**config.mk**
```make
export PLATFORM = sky130hd
export DESIGN_NAME = ball_motion_ctrl_flat
export DESIGN_NICKNAME = d
export VERILOG_FILES = /design/src/rtl/ball_motion_ctrl_if.sv /design/src/rtl/ball_motion_ctrl.sv /design/src/flat_wrapper.sv
export SDC_FILE = /design/constraint.sdc
export NUM_CORES = 1
export LEC_CHECK = 0
export CAP_MARGIN = 5
export CORE_AREA = 2 2 66 114
export CTS_BUF_LIST = sky130_fd_sc_hd__clkbuf_16
export DETAILED_ROUTE_END_ITERATION = 6
export DIE_AREA = 0 0 68 116
export PLACE_DENSITY = 0.73
export SYNTH_ARGS = -nofsm -noshare
export SYNTH_HDL_FRONTEND = slang
export SYNTH_SLANG_ARGS = --single-unit
```
**constraint.sdc**
```tcl
create_clock -name clk_25MHz -period 4.35 [get_ports clk_25MHz]
set_input_delay 1.305 -clock clk_25MHz [delete_from_list [all_inputs] [get_ports clk_25MHz]]
set_output_delay 1.305 -clock clk_25MHz [all_outputs]
set_load 0.02 [all_outputs]
```
**src/rtl/ball_motion_ctrl_if.sv**
```systemverilog
// ball_motion_ctrl_if: scan-position / collision inputs and ball state outputs.
// Ports (master = video/collision side, slave = ball_motion_ctrl):
//   x_pixel, y_pixel, collision_detected -> slave; is_hit_area, ball_x, ball_y,
//   hit_pulse, hit_count, cooldown_active -> master.
interface ball_motion_ctrl_if;
  logic [9:0] x_pixel;
  logic [9:0] y_pixel;
  logic       collision_detected;
  logic       is_hit_area;
  logic [9:0] ball_x;
  logic [9:0] ball_y;
  logic       hit_pulse;
  logic [7:0] hit_count;
  logic       cooldown_active;

  modport master (
    output x_pixel, y_pixel, collision_detected,
    input  is_hit_area, ball_x, ball_y, hit_pulse, hit_count, cooldown_active
  );

  modport slave (
    input  x_pixel, y_pixel, collision_detected,
    output is_hit_area, ball_x, ball_y, hit_pulse, hit_count, cooldown_active
  );
endinterface

```
**src/rtl/ball_motion_ctrl.sv**
```systemverilog
// ball_motion_ctrl: bouncing-ball position, direction, hit scoring and hit cooldown.
// Ports: clk_25MHz (pixel clock), reset (sync, active-high), io (slave modport):
//   scan position + collision flag in; hit-area flag, ball position, hit strobe/score, cooldown flag out.
// Latency: state moves once per frame, on the cycle the scan sits at (0, SCREEN_H); is_hit_area is combinational.
module ball_motion_ctrl #(
  parameter int SCREEN_W        = 640,
  parameter int SCREEN_H        = 480,
  parameter int BALL_SIZE       = 20,
  parameter int SPEED           = 4,
  parameter int COOLDOWN_FRAMES = 15,
  parameter int X_INIT          = 310,
  parameter int Y_INIT          = 230
) (
  input logic               clk_25MHz,
  input logic               reset,
  ball_motion_ctrl_if.slave io
);

  typedef enum logic {MOVE = 1'b0, COOLDOWN = 1'b1} state_t;

  localparam int X_MAX = SCREEN_W - BALL_SIZE;
  localparam int Y_MAX = SCREEN_H - BALL_SIZE;
  localparam int CNT_W = (COOLDOWN_FRAMES < 2) ? 1 : $clog2(COOLDOWN_FRAMES + 1);

  state_t             state_q, state_d;
  logic [CNT_W-1:0]   cnt_q, cnt_d;
  logic               hit_latch_q, hit_latch_d;
  logic               hit_pulse_q, hit_pulse_d;
  logic [7:0]         hit_count_q, hit_count_d;
  logic [9:0]         ball_x_q, ball_x_d;
  logic [9:0]         ball_y_q, ball_y_d;
  logic               dir_x_q, dir_x_d;
  logic               dir_y_q, dir_y_d;

  logic               frame_tick;
  logic               coll_move;
  logic               hit;
  logic               dir_x_h, dir_y_h;
  logic signed [10:0] cand_x, cand_y;
  logic [10:0]        x_end, y_end;

  // Frame boundary: first pixel of the first blanking line below active video.
  assign frame_tick = (io.x_pixel == 10'd0) && (io.y_pixel == 10'(SCREEN_H));

  // 11-bit end coordinates so ball_x + BALL_SIZE cannot wrap.
  assign x_end = {1'b0, ball_x_q} + 11'(BALL_SIZE);
  assign y_end = {1'b0, ball_y_q} + 11'(BALL_SIZE);

  assign io.is_hit_area = (io.x_pixel >= ball_x_q) && ({1'b0, io.x_pixel} < x_end) &&
                          (io.y_pixel >= ball_y_q) && ({1'b0, io.y_pixel} < y_end);

  assign io.ball_x          = ball_x_q;
  assign io.ball_y          = ball_y_q;
  assign io.hit_pulse       = hit_pulse_q;
  assign io.hit_count       = hit_count_q;
  assign io.cooldown_active = (state_q == COOLDOWN);

  always_comb begin
    state_d     = state_q;
    cnt_d       = cnt_q;
    hit_latch_d = hit_latch_q;
    hit_pulse_d = 1'b0;
    hit_count_d = hit_count_q;
    ball_x_d    = ball_x_q;
    ball_y_d    = ball_y_q;
    dir_x_d     = dir_x_q;
    dir_y_d     = dir_y_q;
    dir_x_h     = dir_x_q;
    dir_y_h     = dir_y_q;
    cand_x      = '0;
    cand_y      = '0;

    // Collisions only count while moving; in COOLDOWN they never reach the latch.
    coll_move = io.collision_detected && (state_q == MOVE);
    // A collision on the tick cycle itself is consumed by that same tick.
    hit       = hit_latch_q || coll_move;

    if (coll_move) begin
      hit_latch_d = 1'b1;
    end

    if (frame_tick) begin
      hit_latch_d = 1'b0;

      case (state_q)
        MOVE: begin
          if (hit) begin
            dir_x_h     = ~dir_x_q;
            dir_y_h     = ~dir_y_q;
            hit_pulse_d = 1'b1;
            if (hit_count_q != 8'hFF) begin
              hit_count_d = hit_count_q + 8'd1;
            end
            cnt_d   = CNT_W'(COOLDOWN_FRAMES);
            state_d = COOLDOWN;
          end
        end
        COOLDOWN: begin
          // Leave on the tick that brings the counter to zero.
          if (cnt_q <= CNT_W'(1)) begin
            cnt_d   = '0;
            state_d = MOVE;
          end else begin
            cnt_d = cnt_q - CNT_W'(1);
          end
        end
        default: state_d = MOVE;
      endcase

      // Step uses the post-hit direction; walls may then reverse it again.
      cand_x = dir_x_h ? $signed({1'b0, ball_x_q}) + $signed(11'(SPEED))
                       : $signed({1'b0, ball_x_q}) - $signed(11'(SPEED));
      cand_y = dir_y_h ? $signed({1'b0, ball_y_q}) + $signed(11'(SPEED))
                       : $signed({1'b0, ball_y_q}) - $signed(11'(SPEED));

      dir_x_d  = dir_x_h;
      ball_x_d = cand_x[9:0];
      if (cand_x < 11'sd0) begin
        ball_x_d = 10'd0;
        dir_x_d  = 1'b1;
      end else if (cand_x > $signed(11'(X_MAX))) begin
        ball_x_d = 10'(X_MAX);
        dir_x_d  = 1'b0;
      end

      dir_y_d  = dir_y_h;
      ball_y_d = cand_y[9:0];
      if (cand_y < 11'sd0) begin
        ball_y_d = 10'd0;
        dir_y_d  = 1'b1;
      end else if (cand_y > $signed(11'(Y_MAX))) begin
        ball_y_d = 10'(Y_MAX);
        dir_y_d  = 1'b0;
      end
    end
  end

  // Reset has priority over any tick or pending hit in the same cycle.
  always_ff @(posedge clk_25MHz) begin
    if (reset) begin
      state_q     <= MOVE;
      cnt_q       <= '0;
      hit_latch_q <= 1'b0;
      hit_pulse_q <= 1'b0;
      hit_count_q <= 8'd0;
      ball_x_q    <= 10'(X_INIT);
      ball_y_q    <= 10'(Y_INIT);
      dir_x_q     <= 1'b1;
      dir_y_q     <= 1'b1;
    end else begin
      state_q     <= state_d;
      cnt_q       <= cnt_d;
      hit_latch_q <= hit_latch_d;
      hit_pulse_q <= hit_pulse_d;
      hit_count_q <= hit_count_d;
      ball_x_q    <= ball_x_d;
      ball_y_q    <= ball_y_d;
      dir_x_q     <= dir_x_d;
      dir_y_q     <= dir_y_d;
    end
  end

endmodule
```
**src/flat_wrapper.sv**
```systemverilog
// flat-port wrapper written by rule: the top's interface ports become plain ports
module ball_motion_ctrl_flat 
#(
  parameter int SCREEN_W        = 640,
  parameter int SCREEN_H        = 480,
  parameter int BALL_SIZE       = 20,
  parameter int SPEED           = 4,
  parameter int COOLDOWN_FRAMES = 15,
  parameter int X_INIT          = 310,
  parameter int Y_INIT          = 230
)
  (clk_25MHz, reset, io_x_pixel, io_y_pixel, io_collision_detected, io_is_hit_area, io_ball_x, io_ball_y, io_hit_pulse, io_hit_count, io_cooldown_active);
  ball_motion_ctrl_if io_i ();
  input logic clk_25MHz;
  input logic reset;
  input wire logic [$bits(io_i.x_pixel)-1:0] io_x_pixel;
  input wire logic [$bits(io_i.y_pixel)-1:0] io_y_pixel;
  input wire logic [$bits(io_i.collision_detected)-1:0] io_collision_detected;
  output wire logic [$bits(io_i.is_hit_area)-1:0] io_is_hit_area;
  output wire logic [$bits(io_i.ball_x)-1:0] io_ball_x;
  output wire logic [$bits(io_i.ball_y)-1:0] io_ball_y;
  output wire logic [$bits(io_i.hit_pulse)-1:0] io_hit_pulse;
  output wire logic [$bits(io_i.hit_count)-1:0] io_hit_count;
  output wire logic [$bits(io_i.cooldown_active)-1:0] io_cooldown_active;
  assign io_i.x_pixel = io_x_pixel;
  assign io_i.y_pixel = io_y_pixel;
  assign io_i.collision_detected = io_collision_detected;
  assign io_is_hit_area = io_i.is_hit_area;
  assign io_ball_x = io_i.ball_x;
  assign io_ball_y = io_i.ball_y;
  assign io_hit_pulse = io_i.hit_pulse;
  assign io_hit_count = io_i.hit_count;
  assign io_cooldown_active = io_i.cooldown_active;
  ball_motion_ctrl #(.SCREEN_W(SCREEN_W), .SCREEN_H(SCREEN_H), .BALL_SIZE(BALL_SIZE), .SPEED(SPEED), .COOLDOWN_FRAMES(COOLDOWN_FRAMES), .X_INIT(X_INIT), .Y_INIT(Y_INIT)) u_core (.clk_25MHz(clk_25MHz), .reset(reset), .io(io_i));
endmodule
```
### Yosys cells after proc, flatten, opt, wreduce, memory -nomap -nowiden

Index checks and enable logic that the tools add are counted.

* output and inout bits: 31
* input bits: 23
* register bits: 37

* add/sub/neg operators: 8
* multiplexer cells: 22
* equal/unequal tests: 3
* magnitude comparators: 9
* reductions and logical operators: 11
* bitwise gates (word level): 4

Operators with widths (count)
* 10-bit 2-to-1 mux: 4
* 10-bit by 3-bit adder with 11-bit output, second input constant: 2
* 10-bit by 5-bit adder with 11-bit output, second input constant: 2
* 10-bit by 11-bit less-than comparator with 1-bit output: 2
* 11-bit by 1-bit less-than comparator with 1-bit output, second input constant: 2
* 11-bit 2-to-1 mux: 2
* 10-bit by 3-bit subtractor with 11-bit output, second input constant: 2
* 10-bit >= comparator: 2
* 1-bit 2-to-1 mux: 12
* 11-bit by 10-bit > comparator with 1-bit output, second input constant: 1
* 11-bit > comparator, second input constant: 1
* 10-bit by 9-bit equality test with 1-bit output, second input constant: 1
* 10-bit logical NOT: 1
* 8-bit by 1-bit adder with 8-bit output, second input constant: 1
* 4-bit 2-to-1 mux: 2
* 8-bit inequality test, second input constant: 1
* 4-bit one-hot mux with 2 select lines: 1
* 1-bit logical AND: 5
* 4-bit by 1-bit <= comparator with 1-bit output, second input constant: 1
* 1-bit NOT: 4
* 4-bit AND reduction: 1
* 4-bit by 1-bit subtractor with 4-bit output, second input constant: 1
* 3-bit OR reduction: 1
* 2-bit by 1-bit inequality test with 1-bit output, second input constant: 1
* other kinds (4): 4

### Longest topological paths before layout

* depth in word-level cells: 10
* gate-level depth with buffers: 14
* mapped depth without buffers: 11

### Worst setup path after synthesis

OpenSTA, ideal clock, no wires.

* path kind: in2reg
* start: input io_collision_detected
* end: register u_core.ball_y_q[1] (netlist: u_core.io.ball_y[1])
* slack: 0.199 ns
* data arrival time: 4.029 ns
* required time: 4.228 ns
* cell stages on the path: 14
* cell sequence: o21ba_4 > buf_8 > xnor2_4 > buf_6 > xnor2_1 > ha_1 > clkbuf_1 > or3_1 > nor4_1 > mux2i_1 > nor4_1 > o221a_2 > nor2_1 > a221o_1

* longest elaborated chain between the ends: 9

RTL lines
* start, declared: RTL line flat_wrapper.sv:18 `input wire logic [$bits(io_i.collision_detected)-1:0] io_collision_detected;`
* 1-bit logical AND (*): RTL line ball_motion_ctrl.sv:74 `coll_move = io.collision_detected && (state_q == MOVE);`
* 1-bit logical OR (*): RTL line ball_motion_ctrl.sv:76 `hit = hit_latch_q || coll_move;`
* 1-bit 2-to-1 mux (*): RTL line ball_motion_ctrl.sv:87 `if (hit) begin`
* 1-bit 2-to-1 mux (*): RTL line ball_motion_ctrl.sv:85 `case (state_q)`
* 1-bit 2-to-1 mux (*): RTL line ball_motion_ctrl.sv:82 `if (frame_tick) begin`
* 11-bit 2-to-1 mux (*): RTL line ball_motion_ctrl.sv:113 `cand_y = dir_y_h ? $signed({1'b0, ball_y_q}) + $signed(11'(SPEED))`
* 11-bit by 10-bit > comparator with 1-bit output: RTL line ball_motion_ctrl.sv:131 `end else if (cand_y > $signed(11'(Y_MAX))) begin`
* 10-bit 2-to-1 mux: RTL line ball_motion_ctrl.sv:131
* 10-bit 2-to-1 mux (*): RTL line ball_motion_ctrl.sv:128 `if (cand_y < 11'sd0) begin`
* end signal, assigned: RTL line ball_motion_ctrl.sv:147 `ball_y_q <= 10'(Y_INIT);`
* end signal, assigned: RTL line ball_motion_ctrl.sv:157 `ball_y_q <= ball_y_d;`
* end, declared: RTL line ball_motion_ctrl.sv:31 `logic [9:0] ball_y_q, ball_y_d;`

Mark *: on every way between the ends. The rest lies on a longest branch, timed or not. The select of a mux whose other input is x is not followed.
A chain may end at the register's enable or synchronous reset.

### Worst setup path after layout

* start: input io_y_pixel[7]
* end: output io_is_hit_area

* longest elaborated chain between the ends: 3

RTL lines
* start, declared: RTL line flat_wrapper.sv:17 `input wire logic [$bits(io_i.y_pixel)-1:0] io_y_pixel;`
* 10-bit >= comparator: RTL line ball_motion_ctrl.sv:50 `(io.y_pixel >= ball_y_q) && ({1'b0, io.y_pixel} < y_end);`
* 1-bit logical AND: RTL line ball_motion_ctrl.sv:49 `assign io.is_hit_area = (io.x_pixel >= ball_x_q) && ({1'b0, io.x_pixel} < x_end) &&`
* 1-bit logical AND (*): RTL line ball_motion_ctrl.sv:50
* end, declared: RTL line flat_wrapper.sv:19 `output wire logic [$bits(io_i.is_hit_area)-1:0] io_is_hit_area;`

Mark *: on every way between the ends. The rest lies on a longest branch, timed or not.

==> results by group <==
Placement
  • Post-detail-place hpwl: around 7.4 mm
  • IO buf count: roughly 50
  • GP Congestion: between 0.9 and 1
  • Cell Count Post-Placement: between 500 and 600
  • Pre-CTS setup slack: -0.850 ns

Clocking
  • Worst-skew pair later-pin latency: about 0.28 ns
  • Clk pin slew, worst setup/hold paths: around 0.050 ns
  • Clk root buf: clkbuf_16
  • CTS Sinks: 35
  • Htree depth: 2
  • Clock Path Buffers: 2
  • CTS tree: done
  • CTS Buf Count: 5
  • Post-CTS Setup Bufs: 0

Job
  • Max Cap Violations: 0

Route
  • DRT iter0 DRCs: 211
  • WL per Instance: between 15 and 20 µm
  • Vias post-DR: 3463
  • DR vias/cell: 5.83
  • DRT antenna net count: 0
  • Detailed Routing Iterations Pass 1: 5
  • Post-Route WL: between 9 and 10 mm
  • Detailed-route DRC error count: 0

Synth
  • Async set-reset flop share out of synthesis: 0
  • Synth Register Bits: 35
  • Synth Area per Inst: a little under 8 µm²
  • Most used DFF post-synth: dfxtp_1
  • Mapped Area: 3370 µm²
  • Cell variety after synth: between 60 and 70
  • Mapped Cells: ~430
  • Synth warnings: 0
  • Post-synth EDFFs: 0
  • Register area share after synthesis: 0.208

Min path
  • Min-delay worst type: register to register
  • Cells on Worst Hold Path: 1
  • Sink of the worst hold path: u_core.dir_y_q
  • Hold_sp: u_core.dir_y_q

Worst setup path
  • Worst-path maximum fanout: 2
  • Worst r2r src: u_core.io.cooldown_active
  • Crit path kind: primary input to primary output
  • CP Launch Type: primary input
  • Data required, critical path: roughly 3 ns
  • R2r endpoint: u_core.io.ball_y[5]
  • Crit-path leading delay family: buffers and inverters
  • Setup crit end kind: primary output
  • Worst path max stage delay: roughly 0.44 ns
  • Crit-path cells: clkdlybuf4s50_1 > buf_4 > ha_1 > a2111oi_1 > o21ai_1 > and4_1 > buf_6
  • R2R setup slack: approximately 1.3 ns
  • Crit path buf inv count: 3
  • CP max stage cell: clkdlybuf4s50_1
  • Worst EP arrival: 2.99 ns
  • Worst-case reg-to-reg path depth: 11

Timing
  • Final WS setup: ~0.056 ns
  • Clock period minus worst slack: between 4 and 5 ns
  • Worst slew pin tran: approximately 0.63 ns
  • Setup violations, final: 0
  • Final Hold Fails: 0
  • Fin. max-slew vios: 0
  • Clock Skews: 0.00330 ns
  • Max_slew headroom: 0.577
  • FMAX: about 230 MHz
  • Tcrit/Tclk final: 0.987
  • Hold Slack: around 0.48 ns

Die
  • Die ar.: 7890 µm²
  • Die Y: ~120 µm
  • Die width: 68 µm
  • Initial core utilization: 0.488
  • I/O pin count: 54
  • Core footprint: 6910 µm²
  • Row cnt: 40

Cells and area
  • Commonest cells after routing, fill and taps aside: 45 x nor2_1, 45 x buf_4, 44 x clkdlybuf4s50_1
  • Share of layout cells above drive strength 1: 0.163
  • N_diodes: 0
  • Fin cells: a little under 600
  • Final design utilization: 0.644
  • Final #Nets: between 500 and 600
  • Layout area overhead: 31.8%

Power and ir drop
  • Cell leakage power: between 1.5 and 2 nW
  • PwrDens: about 180 nW/µm²
  • VDD IR max: roughly 0.21 mV

GRT
  • GRT Util Overall: 0.253
  • Antenna violations before repair: 0
  • Largest net degree at the start of global routing: 23
  • First-pass GRT wire length: about 16 mm
  • GR Overflow Total: 0
  • Number of global-route vias before repair: 3384

Outcome
  • Status: finished clean
## cell usage after synthesis, types with 4 or more instances
| library cell | number | share of area |
|---|---|---|
| xnor2_1 | 22 | 0.057 |
| dfxtp_1 | 35 | 0.21 |
| a21oi_1 | 25 | 0.037 |
| o21a_1 | 14 | 0.031 |
| nand3_1 | 9 | 0.013 |
| xor2_1 | 7 | 0.018 |
| a211oi_1 | 4 | 0.0089 |
| ha_1 | 43 | 0.16 |
| o21ai_0 | 26 | 0.039 |
| nand4_1 | 10 | 0.019 |
| clkbuf_1 | 18 | 0.020 |
| and3_1 | 4 | 0.0074 |
| or4_1 | 4 | 0.0089 |
| o22ai_1 | 5 | 0.0093 |
| mux2i_1 | 7 | 0.021 |
| nor2_1 | 46 | 0.051 |
| nor3_1 | 12 | 0.018 |
| nand2b_1 | 6 | 0.011 |
| inv_1 | 26 | 0.029 |
| nand2_1 | 23 | 0.026 |
| or2_1 | 4 | 0.0074 |
| or3_1 | 4 | 0.0074 |
| nor4_1 | 8 | 0.015 |
## layer usage
layer  up-vias  share of wire  GRT usage  routed length (µm)
li1       1733              -          -                   -
met1      1609           0.40      0.293                3870
met3        19          0.040     0.0330                 387
met5         -              0          0                   0
met2       102           0.53      0.450                5120
met4         0          0.029      0.109                 284
## cell type report
cell class | count | area [µm²]
well taps | 84 | 105
clock inverters | 2 | 8.76
repair buffers | 97 | 847
inverters | 27 | 101
fillers | 597 | 2460
multi-input cells | 344 | 2560
flip-flops and latches | 35 | 701
clock buffers | 5 | 125
## power breakdown
| part | internal [mW] | leakage, nW | switching, mW |
|---|---|---|---|
| sequential | 0.322 | 0.283 | 0.00117 |
| clock | 0.205 | 0.0671 | 0.125 |
| combinational | 0.0733 | 1.46 | 0.0699 |
## worst max-delay path by stage
stage | slack, ns | endpoint | start | cells after the start
after floorplan | 0.20 | u_core.io.ball_y[1] | io_collision_detected | 14
after global placement | -0.78 | io_is_hit_area | io_y_pixel[1] | 10
after detailed placement | -0.85 | io_is_hit_area | io_y_pixel[1] | 10
after CTS | 0.002 | io_is_hit_area | io_x_pixel[1] | 10
after global routing | -0.03 | io_is_hit_area | io_y_pixel[7] | 7
final | 0.06 | io_is_hit_area | io_y_pixel[7] | 7
## metrics by stage
stage,total power [mW],TNS [ns],instance area (µm²)
3_3_place_gp,0.462,-0.784,4240
3_5_place_dp,0.466,-0.850,4240
5_1_grt,0.828,-0.0304,4450
6_report,0.797,0,4450
2_1_floorplan,0.406,0,3380
4_1_cts,0.792,0,4390
## sequential cells by signal, summed over array words and instances (netlist names)
| register | flops |
|---|---|
| u_core.io.ball_x | 9 |
| u_core.io.ball_y | 9 |
| u_core.io.hit_count | 8 |
| u_core.cnt_q | 4 |
| u_core.dir_x_q | 1 |
| u_core.dir_y_q | 1 |
| u_core.hit_latch_q | 1 |
| u_core.io.cooldown_active | 1 |
| u_core.io.hit_pulse | 1 |
## what timing repair did
action,4_1_cts,5_1_grt
endpoints found under the setup margin,1,1
pin swaps,16,13
hold buffers,0,0
resized for setup,22,19
## cells by family (layout without fill, tap and decap cells)
logic type	count (synthesis)	count (layout)	synth area share
buf+inv	50	131	0.0638
other cells	1	2	0.00111
simple gates	141	141	0.209
xor+xnor	31	31	0.0916
flops	35	35	0.208
compound gates	116	116	0.233
mux	11	11	0.0341
fa+ha+maj	43	43	0.159
No activity file was read; power rests on OpenSTA's default activity.
